**config.mk**
```make
export PLATFORM = sky130hd
export DESIGN_NAME = peak_stream_reader
export DESIGN_NICKNAME = d
export VERILOG_FILES = /design/src/rtl/peak_stream_reader.sv
export SDC_FILE = /design/constraint.sdc
export NUM_CORES = 1
export LEC_CHECK = 0
export BUFFER_PORTS_ARGS = -buffer_cell sky130_fd_sc_hd__buf_4
export CAP_MARGIN = 20
export CORE_MARGIN = 4
export CORE_UTILIZATION = 53
export CTS_BUF_LIST = sky130_fd_sc_hd__clkbuf_2
export CTS_CLUSTER_DIAMETER = 50
export DETAILED_ROUTE_END_ITERATION = 7
export GPL_TIMING_DRIVEN = 0
export PLACE_DENSITY = 0.79
export SETUP_SLACK_MARGIN = 0.3
export SLEW_MARGIN = 15
export SYNTH_ARGS = -nofsm -noshare
export SYNTH_HDL_FRONTEND = slang
export SYNTH_SLANG_ARGS = --single-unit
```
**constraint.sdc**
```tcl
create_clock -name clk -period 16.3 [get_ports clk]
set_input_delay 3.26 -clock clk [delete_from_list [all_inputs] [get_ports clk]]
set_output_delay 3.26 -clock clk [all_outputs]
set_load 0.02 [all_outputs]
```
**src/rtl/peak_stream_reader.sv**
```systemverilog
// peak_stream_reader: captures a 16-entry peak frame and replays it as a valid/ready stream.
// Define PEAK_THRESHOLD_EN to skip entries whose magnitude is below `threshold`.
module peak_stream_reader #(
    parameter int NUM_PEAKS = 16,
    parameter int FRAME_W   = 8
) (
    input  logic               clk,
    input  logic               reset,
    input  logic [24:0]        peaks_in [NUM_PEAKS-1:0],
    input  logic               peaks_valid,
    input  logic [15:0]        threshold,
    input  logic               out_ready,
    output logic               out_valid,
    output logic [8:0]         out_bin,
    output logic [15:0]        out_mag,
    output logic [3:0]         out_idx,
    output logic               out_last,
    output logic [FRAME_W-1:0] out_frame,
    output logic               busy,
    output logic               drop,
    output logic               empty_frame
);

    localparam int IDX_W = 4;
    localparam logic [NUM_PEAKS-1:0] ONE = {{(NUM_PEAKS-1){1'b0}}, 1'b1};

    typedef enum logic {
        IDLE,
        EMIT
    } state_t;

    state_t               state_q;
    state_t               state_d;
    logic                 pv_q;
    logic [24:0]          peak_q [NUM_PEAKS-1:0];
    logic [NUM_PEAKS-1:0] pending_q;
    logic [NUM_PEAKS-1:0] pending_d;
    logic [NUM_PEAKS-1:0] mask;
    logic [FRAME_W-1:0]   frame_q;
    logic                 drop_q;
    logic                 cap_evt;
    logic                 capture;
    logic                 fire;
    logic                 last;
    logic [IDX_W-1:0]     idx;

    assign cap_evt = peaks_valid & ~pv_q;
    assign fire    = (state_q == EMIT) & out_ready;

    // Pending mask is sampled in the capture cycle only.
    always_comb begin
        mask = '1;
`ifdef PEAK_THRESHOLD_EN
        for (int i = 0; i < NUM_PEAKS; i++) begin
            mask[i] = (peaks_in[i][15:0] >= threshold);
        end
`endif
    end

    // Lowest set pending bit is the current beat.
    always_comb begin
        idx = '0;
        for (int i = NUM_PEAKS - 1; i >= 0; i--) begin
            if (pending_q[i]) begin
                idx = IDX_W'(i);
            end
        end
    end

    assign last = ((pending_q & (pending_q - ONE)) == '0);

    always_comb begin
        state_d   = state_q;
        pending_d = pending_q;
        capture   = 1'b0;
        unique case (state_q)
            IDLE: begin
                if (cap_evt) begin
                    capture   = 1'b1;
                    pending_d = mask;
                    if (mask != '0) begin
                        state_d = EMIT;
                    end
                end
            end
            EMIT: begin
                if (fire) begin
                    pending_d[idx] = 1'b0;
                    if (last) begin
                        state_d = IDLE;
                    end
                end
            end
            default: begin
                state_d = IDLE;
            end
        endcase
    end

    always_ff @(posedge clk or posedge reset) begin
        if (reset) begin
            state_q   <= IDLE;
            pv_q      <= 1'b0;
            pending_q <= '0;
            frame_q   <= '0;
            drop_q    <= 1'b0;
            for (int i = 0; i < NUM_PEAKS; i++) begin
                peak_q[i] <= '0;
            end
        end else begin
            state_q   <= state_d;
            pv_q      <= peaks_valid;
            pending_q <= pending_d;
            // A capture event during EMIT (even on the last beat) is lost.
            drop_q    <= cap_evt & (state_q == EMIT);
            if (capture) begin
                frame_q <= frame_q + FRAME_W'(1);
                for (int i = 0; i < NUM_PEAKS; i++) begin
                    peak_q[i] <= peaks_in[i];
                end
            end
        end
    end

`ifdef PEAK_THRESHOLD_EN
    logic empty_q;

    always_ff @(posedge clk or posedge reset) begin
        if (reset) begin
            empty_q <= 1'b0;
        end else begin
            empty_q <= capture & (mask == '0);
        end
    end

    assign empty_frame = empty_q;
`else
    logic unused_threshold;

    assign unused_threshold = ^threshold;
    assign empty_frame      = 1'b0;
`endif

    assign busy      = (state_q == EMIT);
    assign out_valid = busy;
    assign out_idx   = idx;
    assign out_last  = busy & last;
    assign out_bin   = busy ? peak_q[idx][24:16] : 9'd0;
    assign out_mag   = busy ? peak_q[idx][15:0] : 16'd0;
    assign out_frame = frame_q;
    assign drop      = drop_q;

endmodule
```
Word-level counts from Yosys, hierarchy flattened
Cells that the tools add are included.

word-level totals
  register bits after elaboration = 427
  input port bits = 420
  output and inout bits = 42
  logic and storage cells = 69

operators by class
  $add $sub $neg = 2
  magnitude comparators = 2
  eq/ne operators = 2
  muxes and demuxes = 30
  bitwise operators = 9
  reductions and logical operators = 3

operators with widths
  kind                                                        count
  binary-select mux 25 bit (select 4 bit)                     1
  2-to-1 mux 4 bit                                            16
  2-to-1 mux 16 bit                                           3
  AND 16 bit                                                  2
  case mux 16 bit (2 select lines)                            1
  2-to-1 mux 25 bit                                           1
  logical NOT 16 bit                                          1
  inverter 16 bit                                             1
  subtractor 16 x 1 -> 16 bit, second input constant          1
  2-to-1 mux 9 bit                                            1
  adder 8 x 1 -> 8 bit, second input constant                 1
  less-than comparator 4 x 5 -> 1 bit, second input constant  1
  2-to-1 mux 1 bit                                            5
  AND 1 bit                                                   4
  demux 1 bit (select 4 bit)                                  1
  >= comparator 4 x 1 -> 1 bit, second input constant         1
  inequality test 2 x 1 -> 1 bit, second input constant       1
  inequality test 2 bit, second input constant                1
  inverter 1 bit                                              2
  case mux 1 bit (2 select lines)                             1
  AND reduction 2 bit                                         1
  logical AND 1 bit                                           1

Logic depth before layout (Yosys ltp)
Gate-level depths: netlist of run 1.

  word-level depth = 24
  depth in mapped cells = 11
  gate-level depth less buffers = 8

Worst setup path before layout of run 1
No wires, ideal clock.

  path kind = reg2out
  start = register pending_q[14]
  end = output out_bin[0]
  arrival time = 2937 ps
  required time = 13040 ps
  path slack = 10103 ps
  cell stages (with the launch flop) = 9
  buffers on the path = 1
  path through = dfrtp_1 -> nand2b_1 -> a221o_1 -> a2111o_1 -> and2_4 -> buf_12 -> mux2i_1 -> a21o_1 -> a2111oi_0

between the ends
  cells in the longest elaborated chain, start to end = 18

RTL lines
  element                                  RTL line  text
  from (decl)                              36        logic [NUM_PEAKS-1:0] pending_q;
  from (signal assigned)                   113       pending_q <= pending_d;
  2-to-1 mux 4 bit (15 in series)          64        if (pending_q[i]) begin
  binary-select mux 25 bit (select 4 bit)  148       assign out_bin = busy ? peak_q[idx][24:16] : 9'd0;
  2-to-1 mux 25 bit                        -
  2-to-1 mux 9 bit                         148
  to (decl)                                14        output logic [8:0] out_bin,

No other way between the ends. The select of a mux whose other input is x is not followed.

Worst setup path in the final report of run 1
  start = register pending_q[2]
  end = output out_bin[0]

between the ends
  cells in the longest elaborated chain, start to end = 6

RTL lines
  element                                  RTL line
  2-to-1 mux 4 bit (3 in series)           64
  binary-select mux 25 bit (select 4 bit)  148
  2-to-1 mux 25 bit                        -
  2-to-1 mux 9 bit                         148

No other way between the ends. The select of a mux whose other input is x is not followed.

==> results.txt, run 1 <==
status = finished, final reports clean
crit path kind = register to output port
# IOs = 462
mean routed wirelength per cell = 22.2 um
die area = 0.0394 mm2
Reg2Reg Setup Slack = 12.93 ns
via density per instance = 5.71
Vias = 19074
setup TNS = 0 ns
Worst-Skew Late Latency = 1.11 ns
Switching Fraction = 44.0%
initial antenna violation count = 2
CTS H-Tree Depth = 3
maximum root-to-sink buffer count = 3
Yosys cell types = 58
root buffer cell = clkbuf_2
Seq pwr share = 38.6%
TritonRoute pass-1 iters = 5
combinational power share = 45.4%
Initial Util = 53.9%
family with the most delay on the worst path = simple AND/OR/NAND/NOR gates
max_cap viols = 0
Synth Warn # = 0
Required @ worst endpoint = 13.04 ns
ys flop type = dfrtp_1
gpl congestion = 0.940
unrepaired setup endpoints after global routing = false
Slew @ Worst Pin = 1.10 ns
WL final = 74200 um
chip height = 198 um
average size of a mapped cell = 8.55 um2
R2R Path End = peak_q[223]
PD cells = 189 mW/mm2
post-layout min period = 8.16 ns
total CTS buffers = 108
Worst setup EP type = output port
core area = 0.0357 mm2
Yosys top cell by area = dfrtp_1
dpl hpwl = 56900 um
EDFF count, synth = 0
share of layout cells above drive strength 1 = 24.0%
Area Overhead vs Synth = 25.8%
Die Wd = 198 um
vias in the first global route = 19217
Global Route Usage Sum = 36.8%
DRT antenna net count = 0
Hold Fails Final Rpt = 0
slowest CP cell = o221ai_1
Max Fclk = 0.123 GHz
most used cell, CP = clkbuf_1
global route overflow = 0
GRT busiest layer = met2
Critical Path Source Type = register
final clock skew = 0.0977 ns
hold slack final = 0.478 ns
Max Transition Viols Final = 0
Syn Nets = 2668
Switch Pwr = 2010 uW
design area = 0.0242 mm2
Worst Path Max Fanout = 10
peak supply drop = 0.0964 mV
largest net degree at the start of global routing = 116
Port Buffer Count = 444
clock share of power = 16.0%
Reg2Reg Depth = 7
top-area cell type share of the netlist area = 55.6%
post-synthesis cell count = 2247
Clock transition at path regs = 0.10 ns
row count = 69
Worst Path Arrival = 4.90 ns
Critical Path Start = pending_q[2]
first-pass GRT wire length = 110000 um
post-placement cell count = 3155
worst r2r src = busy
met1 Use GR = 48.2%
nets = 3225
Placement Cell Area = 0.0232 mm2
DRT iter0 DRCs = 1612
CP endpoint = out_bin[0]
postcts setup bufs = 0
crit path cell chain = clkbuf_1 > nor4_1 > nand3_1 > clkbuf_1 > nor3_2 > nand2_1 > o221ai_1 > a2111oi_0 > buf_4
Post-Layout Cell Count = 3343
Crit path largest cell delay = 0.61 ns
CP bufs+invs = 3
ranking of synthesized cells by area = dfrtp_1, nand2_1, o221ai_1
share of flip-flops with an asynchronous set or reset = 100%
CTS Sinks = 427
PostCTS Resize Cnt = 0
routing usage on met3 = 8.64%
synth cell count leaders = nand2_1, dfrtp_1, clkbuf_1, o221ai_1, o22ai_1
CP Depth = 9
count of final setup violators = 0
P_int = 2560 uW
pre-CTS setup slack = 9.39 ns
Slew HR = 24.8%
Final Cycle Share = 50.1%
grt met2 use = 57.8%
count leader, synth = nand2_1
hold crit path type = register to register
flops & latches, synth = 427
cts hold-fix bufs = 0
Seq/Total Area, Yosys = 55.6%
Post-route DRC = 0
Leak = 0.0131 uW
TritonCTS clock tree = built
Syn Std Cell Area = 0.0192 mm2
Final WS setup = 8.14 ns
==> placed cells by master (no fill, tap or decap), types with 6 or more instances in the layout <==
cell type,Yosys,layout
clkinv_1,0,12
o221ai_1,73,73
buf_2,25,25
or2_2,6,6
o21ai_0,19,19
buf_4,5,449
xnor2_1,6,6
a2111oi_2,21,21
clkbuf_2,0,164
nand2_1,1234,1234
a211oi_1,11,11
or2_1,12,12
o22a_1,23,23
and2_1,14,14
o22ai_1,67,67
clkbuf_1,101,101
mux2i_1,26,26
dfrtp_1,427,427
buf_1,12,12
nor2_1,47,47
inv_1,8,7
a21o_1,26,26
nor3_1,7,7
nand2b_1,8,8
==> final cells by class <==
class / instances / area, um2
timing repair buffer: 447 / 3420
clock inverter: 20 / 119
fill: 2989 / 11500
buffer: 148 / 652
inverter: 10 / 57.6
tap: 461 / 577
antenna: 4 / 10.0
multi-input combinational: 1662 / 7830
sequential: 427 / 10700
clock buffer: 164 / 821
==> flip-flops by register name, summed over array words and instances, names as in the netlist <==
name,cells
out_frame,8
pv_q,1
busy,1
pending_q,16
peak_q,400
drop,1
==> how the worst min path moves through the flow <==
stage | startpoint | cells past startpoint | to
after floorplan | peak_q[10] | 2 | peak_q[10]
after global placement | peak_q[17] | 2 | peak_q[17]
after detailed placement | peak_q[12] | 2 | peak_q[12]
after CTS | peak_q[12] | 2 | peak_q[12]
after global routing | peak_q[305] | 2 | peak_q[305]
final | peak_q[12] | 2 | peak_q[12]
==> power by group through the flow <==
stage / registers (uW) / logic, uW / clock network (uW)
floorplan: 1700 / 1240 / 0
global placement: 1750 / 2000 / 0
finish: 1770 / 2080 / 733
global route: 1810 / 2210 / 792
detailed placement: 1770 / 2040 / 0
CTS: 1750 / 2050 / 732
==> cell families (layout without fill, tap and decap cells) <==
logic type,Yosys count,count (layout),share of synthesized area [%]
simple gates,1358,1358,27.6
fa+ha+maj,2,2,0.117
other cells,1,5,0.0195
buf+inv,158,789,3.65
flops,427,427,55.6
compound gates,268,268,11.3
xor+xnor,7,7,0.319
mux,26,26,1.35
==> routing by layer <==
layer | part of all wire [%] | routed length [um] | vias to the layer above
met5 | 0 | 0 | -
met3 | 9.8 | 7240 | 216
li1 | - | - | 8516
met4 | 5.5 | 4110 | 0
met2 | 46 | 34400 | 1121
met1 | 38 | 28500 | 9221
==> worst register-to-register path, delay by kind of cell (launching register included) <==
| family | cells | cell delay [ns] |
|---|---|---|
| and+or+nand+nor | 3 | 0.41 |
| buffers and inverters | 4 | 2.42 |
| DFF | 1 | 0.53 |
==> through the flow <==
step           util (%)  power (uW)
2_1_floorplan         -        2940
3_3_place_gp       64.9        3750
3_5_place_dp       65.1        3810
4_1_cts            67.7        4530
5_1_grt            67.8        4810
6_report           67.8        4580
Note: power is estimated with default switching activity, not from simulation.
==> run 2, diff against run 1 <==
--- a/config.mk
+++ b/config.mk
@@ -5,6 +5,7 @@
 export SDC_FILE = /design/constraint.sdc
 export NUM_CORES = 1
 export LEC_CHECK = 0
+export ABC_AREA = 1
 export BUFFER_PORTS_ARGS = -buffer_cell sky130_fd_sc_hd__buf_4
 export CAP_MARGIN = 20
 export CORE_MARGIN = 4
@@ -13,7 +14,7 @@
 export CTS_CLUSTER_DIAMETER = 50
 export DETAILED_ROUTE_END_ITERATION = 7
 export GPL_TIMING_DRIVEN = 0
-export PLACE_DENSITY = 0.79
+export PLACE_DENSITY = 0.78
 export SETUP_SLACK_MARGIN = 0.3
 export SLEW_MARGIN = 15
 export SYNTH_ARGS = -nofsm -noshare
==> constraint.sdc (replaced) <==
create_clock -name clk -period 8 [get_ports clk]
set_input_delay 1.6 -clock clk [delete_from_list [all_inputs] [get_ports clk]]
set_output_delay 1.6 -clock clk [all_outputs]
set_load 0.02 [all_outputs]
==> run 2 against run 1 <==
Compared with the run above: register-to-register slack got worse by 8.6 ns; wire length increased by 12%; flip-flop and latch count is the same; via count up 17%; critical endpoint unchanged; largest cell class unchanged; highest routed layer unchanged.
==> results.txt, run 2 <==
status = finished, final reports clean
largest net degree at the start of global routing = 40 (-66%)
share of flip-flops with an asynchronous set or reset = 100% (unchanged)
DRT iter0 DRCs = 2359 (+46%)
ys flop type = dfrtp_1
nets = 3810 (+18%)
CTS Sinks = 427 (unchanged)
hold crit path type = register to register
Global Route Usage Sum = 36.9% (+0.11 points)
TritonRoute pass-1 iters = 6 (+1)
post-layout min period = 5.92 ns
Post-route DRC = 0 (unchanged)
post-synthesis cell count = 2821 (+26%)
average size of a mapped cell = 7.61 um2 (-11%)
CTS H-Tree Depth = 3 (unchanged)
top-area cell type share of the netlist area = 49.8% (-5.8 points)
vias in the first global route = 22186 (+15%)
Port Buffer Count = 444 (unchanged)
via density per instance = 5.61 (-1.6%)
Clock transition at path regs = 0.11 ns (about the same)
core area = 0.0399 mm2 (+12%)
ranking of synthesized cells by area = dfrtp_1, nand2_1, o21ai_0
dpl hpwl = 65600 um (+15%)
Slew @ Worst Pin = 1.24 ns (+0.137 ns)
total CTS buffers = 109 (+0.93%)
postcts setup bufs = 0 (unchanged)
mean routed wirelength per cell = 20.9 um (-6.0%)
root buffer cell = clkbuf_2
initial antenna violation count = 1 (-1)
Initial Util = 53.8% (-0.11 points)
Largest Register = peak_q
global route overflow = 0 (unchanged)
EDFF count, synth = 0 (unchanged)
most frequent cells in the layout = nand2_1, buf_4, dfrtp_1
Worst Path Arrival = 4.32 ns (-0.58 ns)
Max Transition Viols Final = 0 (unchanged)
PostCTS Resize Cnt = 0 (unchanged)
cts hold-fix bufs = 0 (unchanged)
DRT antenna net count = 0 (unchanged)
first-pass GRT wire length = 125000 um (+14%)
design area = 0.0267 mm2 (+10%)
Hold Fails Final Rpt = 0 (unchanged)
flops & latches, synth = 427 (unchanged)
most common cell after layout, fill and taps aside = nand2_1
maximum root-to-sink buffer count = 3 (unchanged)
Max Fclk = 0.169 GHz
hold slack final = 0.471 ns (-0.00767 ns)
Syn Nets = 3242 (+22%)
# IOs = 462 (unchanged)
unrepaired setup endpoints after global routing = false
Placement Cell Area = 0.0257 mm2 (+11%)
Area Overhead vs Synth = 24.2%
gpl congestion = 1.01 (+7.4%)
Yosys cell types = 31 (-47%)
final clock skew = 0.0774 ns (-0.0203 ns)
Slew HR = 17.6% (-7.2 points)
crit path kind = register to output port
Worst setup EP type = output port
Required @ worst endpoint = 6.40 ns (-6.64 ns)
Synth Warn # = 0 (unchanged)
share of layout cells above drive strength 1 = 20.2% (-3.8 points)
Worst Path Max Fanout = 10 (unchanged)
row count = 73 (+5.8%)
Final Cycle Share = 74.0%
WL final = 83100 um (+12%)
max reg flops = 400 (unchanged)
Syn Std Cell Area = 0.0215 mm2 (+12%)
Seq/Total Area, Yosys = 49.8% (-5.8 points)
Vias = 22334 (+17%)
Worst-Skew Late Latency = 1.12 ns (about the same)
Yosys top cell by area = dfrtp_1
synth cell count leaders = nand2_1, dfrtp_1, inv_1, o21ai_0, nand3_1
count of final setup violators = 0 (unchanged)
count leader, synth = nand2_1
Die Wd = 209 um (+5.5%)
Critical Path Source Type = register
chip height = 209 um (+5.5%)
die area = 0.0438 mm2 (+11%)
TritonCTS clock tree = built
max_cap viols = 0 (unchanged)
## run 2: cell count changes in the layout (fill, tap and decap cells not counted), sizes merged, moves of 38 or more
cell,before,now
o22ai,67,0
inv,11,390
nand4,3,177
nand3,5,209
o21ai,20,328
nand2,1235,895
buf,494,532
nand3b,0,118
o221ai,73,0
## run 2: final timing paths
check	from	endpoint	slack, ns	cells past startpoint
setup / recovery	pending_q[13]	out_bin[0]	2.08	16
min in group asynchronous	reset	peak_q[210]	0.59	2
hold / removal	peak_q[65]	peak_q[65]	0.47	2
hold reg to reg	peak_q[65]	peak_q[65]	0.47	2
setup reg to reg	busy	peak_q[323]	4.36	7
max in group asynchronous	reset	peak_q[386]	5.67	8
## run 2: layout make-up
class	count	area [um2]
Fill cell	3486	13300
Sequential cell	427	10700
Multi-Input combinational cell	1799	8440
Timing Repair Buffer	457	3610
Inverter	389	1460
Buffer	206	890
Clock buffer	160	801
Tap cell	525	657
Clock inverter	16	113
Antenna cell	1	2.50
## run 2: per-stage QoR
step	setup TNS (ns)	setup slack [ns]	utilization, %	std cells
2_1_floorplan	0	0.637	-	2821
3_3_place_gp	-665.55	-1.59	63.8	3790
3_5_place_dp	0	3.31	64.5	3803
4_1_cts	0	2.16	66.8	3979
5_1_grt	0	1.90	66.8	3980
6_report	0	2.08	66.8	3980
## run 2: critical path, stage by stage, from the launching register on
cell,delay (ns)
dfrtp_1,0.44
nor2_1,0.14
inv_2,0.06
o21ai_1,0.12
nand2_1,0.07
nand2_1,0.08
a21oi_2,0.06
nor2_4,0.36
inv_2,0.11
buf_2,0.27
buf_1,0.34
nand3_1,0.20
nand3_1,0.12
nand2_1,0.10
nand3_1,0.14
nor2_1,0.39
buf_4,0.23
## run 2: cell families after synthesis
| family | count (synthesis) | synth area share [%] |
|---|---|---|
| and+or+nand+nor | 1452 | 30.9 |
| buffers and inverters | 595 | 10.9 |
| DFF | 427 | 49.8 |
| AOI/OAI and AO/OA | 339 | 8.03 |
| xor gates and xnor gates | 6 | 0.245 |
| adders and majority gates | 1 | 0.0583 |
| other | 1 | 0.0175 |
## run 2: routing by layer
layer	part of all wire, %	wire length (um)	vias up	GRT usage (%)
met2	45	37000	1320	56.7
met5	0	0	-	0
met4	5.5	4600	0	18.4
met1	40	33000	10626	49.6
li1	-	-	10170	-
met3	10	8440	218	8.55
Power of run 2 is left out: the tool's default activity adds up to more than one toggle a clock period on the data nets, which glitch-free logic cannot reach.
==> run 3, diff against run 2 <==
--- a/config.mk
+++ b/config.mk
@@ -9,7 +9,7 @@
 export BUFFER_PORTS_ARGS = -buffer_cell sky130_fd_sc_hd__buf_4
 export CAP_MARGIN = 20
 export CORE_MARGIN = 4
-export CORE_UTILIZATION = 53
+export CORE_UTILIZATION = 51
 export CTS_BUF_LIST = sky130_fd_sc_hd__clkbuf_2
 export CTS_CLUSTER_DIAMETER = 50
 export DETAILED_ROUTE_END_ITERATION = 7
==> constraint.sdc (replaced) <==
create_clock -name clk -period 4.8 [get_ports clk]
set_input_delay 0.96 -clock clk [delete_from_list [all_inputs] [get_ports clk]]
set_output_delay 0.96 -clock clk [all_outputs]
set_load 0.02 [all_outputs]
==> run 3 against run 2 <==
Compared with the run above: first-iteration DRC count rose by 7.5%; via count rose by 4.0%; worst hold slack got worse by 0.42 ns; global-route usage rose by 2.1 points; clock skew rose by 0.0082 ns; final cell count rose by 4.0%; count of clock-buffer cells in the layout rose by 2; critical path depth fell by 6; setup slack got worse by 1.9 ns; die area rose by 3.8%; register-to-register slack got worse by 3.3 ns; highest routed layer unchanged.
==> results.txt, run 3 (synthesis gave the netlist of run 2 again) <==
Port Buffer Count = 444 (unchanged)
largest net degree at the start of global routing = 39 (-2.5%)
maximum root-to-sink buffer count = 3 (unchanged)
Initial Util = 52.1% (-1.7 points)
Max Fclk = 0.217 GHz
Post-route DRC = 0 (unchanged)
global route overflow = 0 (unchanged)
Largest Register = peak_q
most common cell after layout, fill and taps aside = nand2_1
Worst-Skew Late Latency = 1.13 ns (about the same)
max_cap viols = 0 (unchanged)
status = finished, final reports clean
WL final = 90500 um (+9.0%)
vias in the first global route = 23503 (+5.9%)
worst r2r src = busy
nets = 3946 (+3.6%)
via density per instance = 5.61 (about the same)
crit path kind = register to output port
Area Overhead vs Synth = 38.3%
Slew @ Worst Pin = 1.15 ns (-0.0879 ns)
Max Transition Viols Final = 0 (unchanged)
Reg2Reg Depth = 7 (unchanged)
R2R Path End = peak_q[75]
post-layout min period = 4.61 ns
most frequent cells in the layout = nand2_1, buf_4, dfrtp_1
CTS Sinks = 427 (unchanged)
Die Wd = 213 um (+1.9%)
core area = 0.0412 mm2 (+3.2%)
TritonRoute pass-1 iters = 6 (unchanged)
dpl hpwl = 67800 um (+3.4%)
Reg2Reg Setup Slack = 1.04 ns (-3.32 ns)
count of final setup violators = 0 (unchanged)
Final WS setup = 0.190 ns (-1.89 ns)
# IOs = 462 (unchanged)
pre-CTS setup slack = 0.623 ns (-2.69 ns)
hold crit path type = primary input to register
initial antenna violation count = 2 (+1)
Global Route Usage Sum = 39.0% (+2.1 points)
Required @ worst endpoint = 3.84 ns (-2.56 ns)
mean routed wirelength per cell = 21.9 um (+4.7%)
Worst Path Arrival = 3.65 ns (-0.67 ns)
share of layout cells above drive strength 1 = 25.8% (+5.6 points)
Clock transition at path regs = 0.11 ns (about the same)
die area = 0.0454 mm2 (+3.8%)
design area = 0.0297 mm2 (+11%)
gpl congestion = 1.03 (+2.2%)
Placement Cell Area = 0.0258 mm2 (+0.15%)
TritonCTS clock tree = built
DRT iter0 DRCs = 2537 (+7.5%)
root buffer cell = clkbuf_2
first-pass GRT wire length = 134000 um (+7.5%)
Critical Path Source Type = register
Vias = 23238 (+4.0%)
DRT antenna net count = 0 (unchanged)
setup TNS = 0 ns (unchanged)
CTS H-Tree Depth = 3 (unchanged)
Hold Fails Final Rpt = 0 (unchanged)
Critical Path Start = pending_q[2]
CP endpoint = out_bin[3]
max reg flops = 400 (unchanged)
Final Cycle Share = 96.0%
Worst setup EP type = output port
total CTS buffers = 110 (+0.92%)
chip height = 213 um (+1.9%)
Slew HR = 23.5% (+5.9 points)
unrepaired setup endpoints after global routing = true
row count = 74 (+1.4%)
final clock skew = 0.0856 ns (+0.00817 ns)
Worst Path Max Fanout = 10 (unchanged)
-- run 3: timing repair --
item / CTS / global route
gates resized for setup: 358 / 84
setup endpoints to repair: 25 / 26
hold buffers: 113 / 1
setup buffers: 16 / 0
pin swaps: 54 / 44
gates cloned: 1 / 3
hold endpoints to repair: 132 / 1
-- run 3: worst min-delay path by stage --
stage	start	end	slack, ns	cells past startpoint
floorplan	peak_q[0]	peak_q[0]	0.43	2
global placement	peak_q[364]	peak_q[364]	0.45	2
detailed placement	peak_q[360]	peak_q[360]	0.45	2
CTS	peaks_in[235]	peak_q[235]	0.000005	3
global route	peaks_in[324]	peak_q[324]	-0.01	3
finish	peaks_in[324]	peak_q[324]	0.05	3
-- run 3: stage by stage --
stage                     std cells  hold WS [ns]  util [%]
after global placement         3797         0.445      61.8
after detailed placement       3811         0.449      62.6
final                          4141        0.0547      72.0
after global routing           4141       -0.0134      72.0
after floorplan                2821         0.433         -
after CTS                      4134    0.00000466      71.1
-- run 3: layout make-up --
type,instances,area [um2]
clock buffers,162,811
diodes,3,7.51
well taps,532,666
fillers,3200,11500
clock inverters,31,206
multi-input cells,1799,9340
plain buffers,206,1400
flip-flops and latches,427,10700
inverters,389,1470
repair buffers,592,5100
-- run 3: worst max-delay path: stages, from the launching register on --
cell and delay [ns]:
dfrtp_1 0.43, inv_1 0.17, clkbuf_2 0.50, clkbuf_1 0.53
nand4_1 0.26, nand2_2 0.17, nand3b_1 0.14, nand2_1 0.07
nand2_1 0.11, nor2_4 0.05, buf_6 0.13
-- run 3: per-layer routing --
layer | routed length, um | global-route usage (%) | up-vias
li1 | - | - | 10468
met1 | 34800 | 50.7 | 11084
met2 | 41600 | 62.5 | 1433
met3 | 9450 | 9.52 | 253
met4 | 4650 | 17.5 | 0
met5 | 0 | 0 | -
Power of run 3 is left out for the same reason.
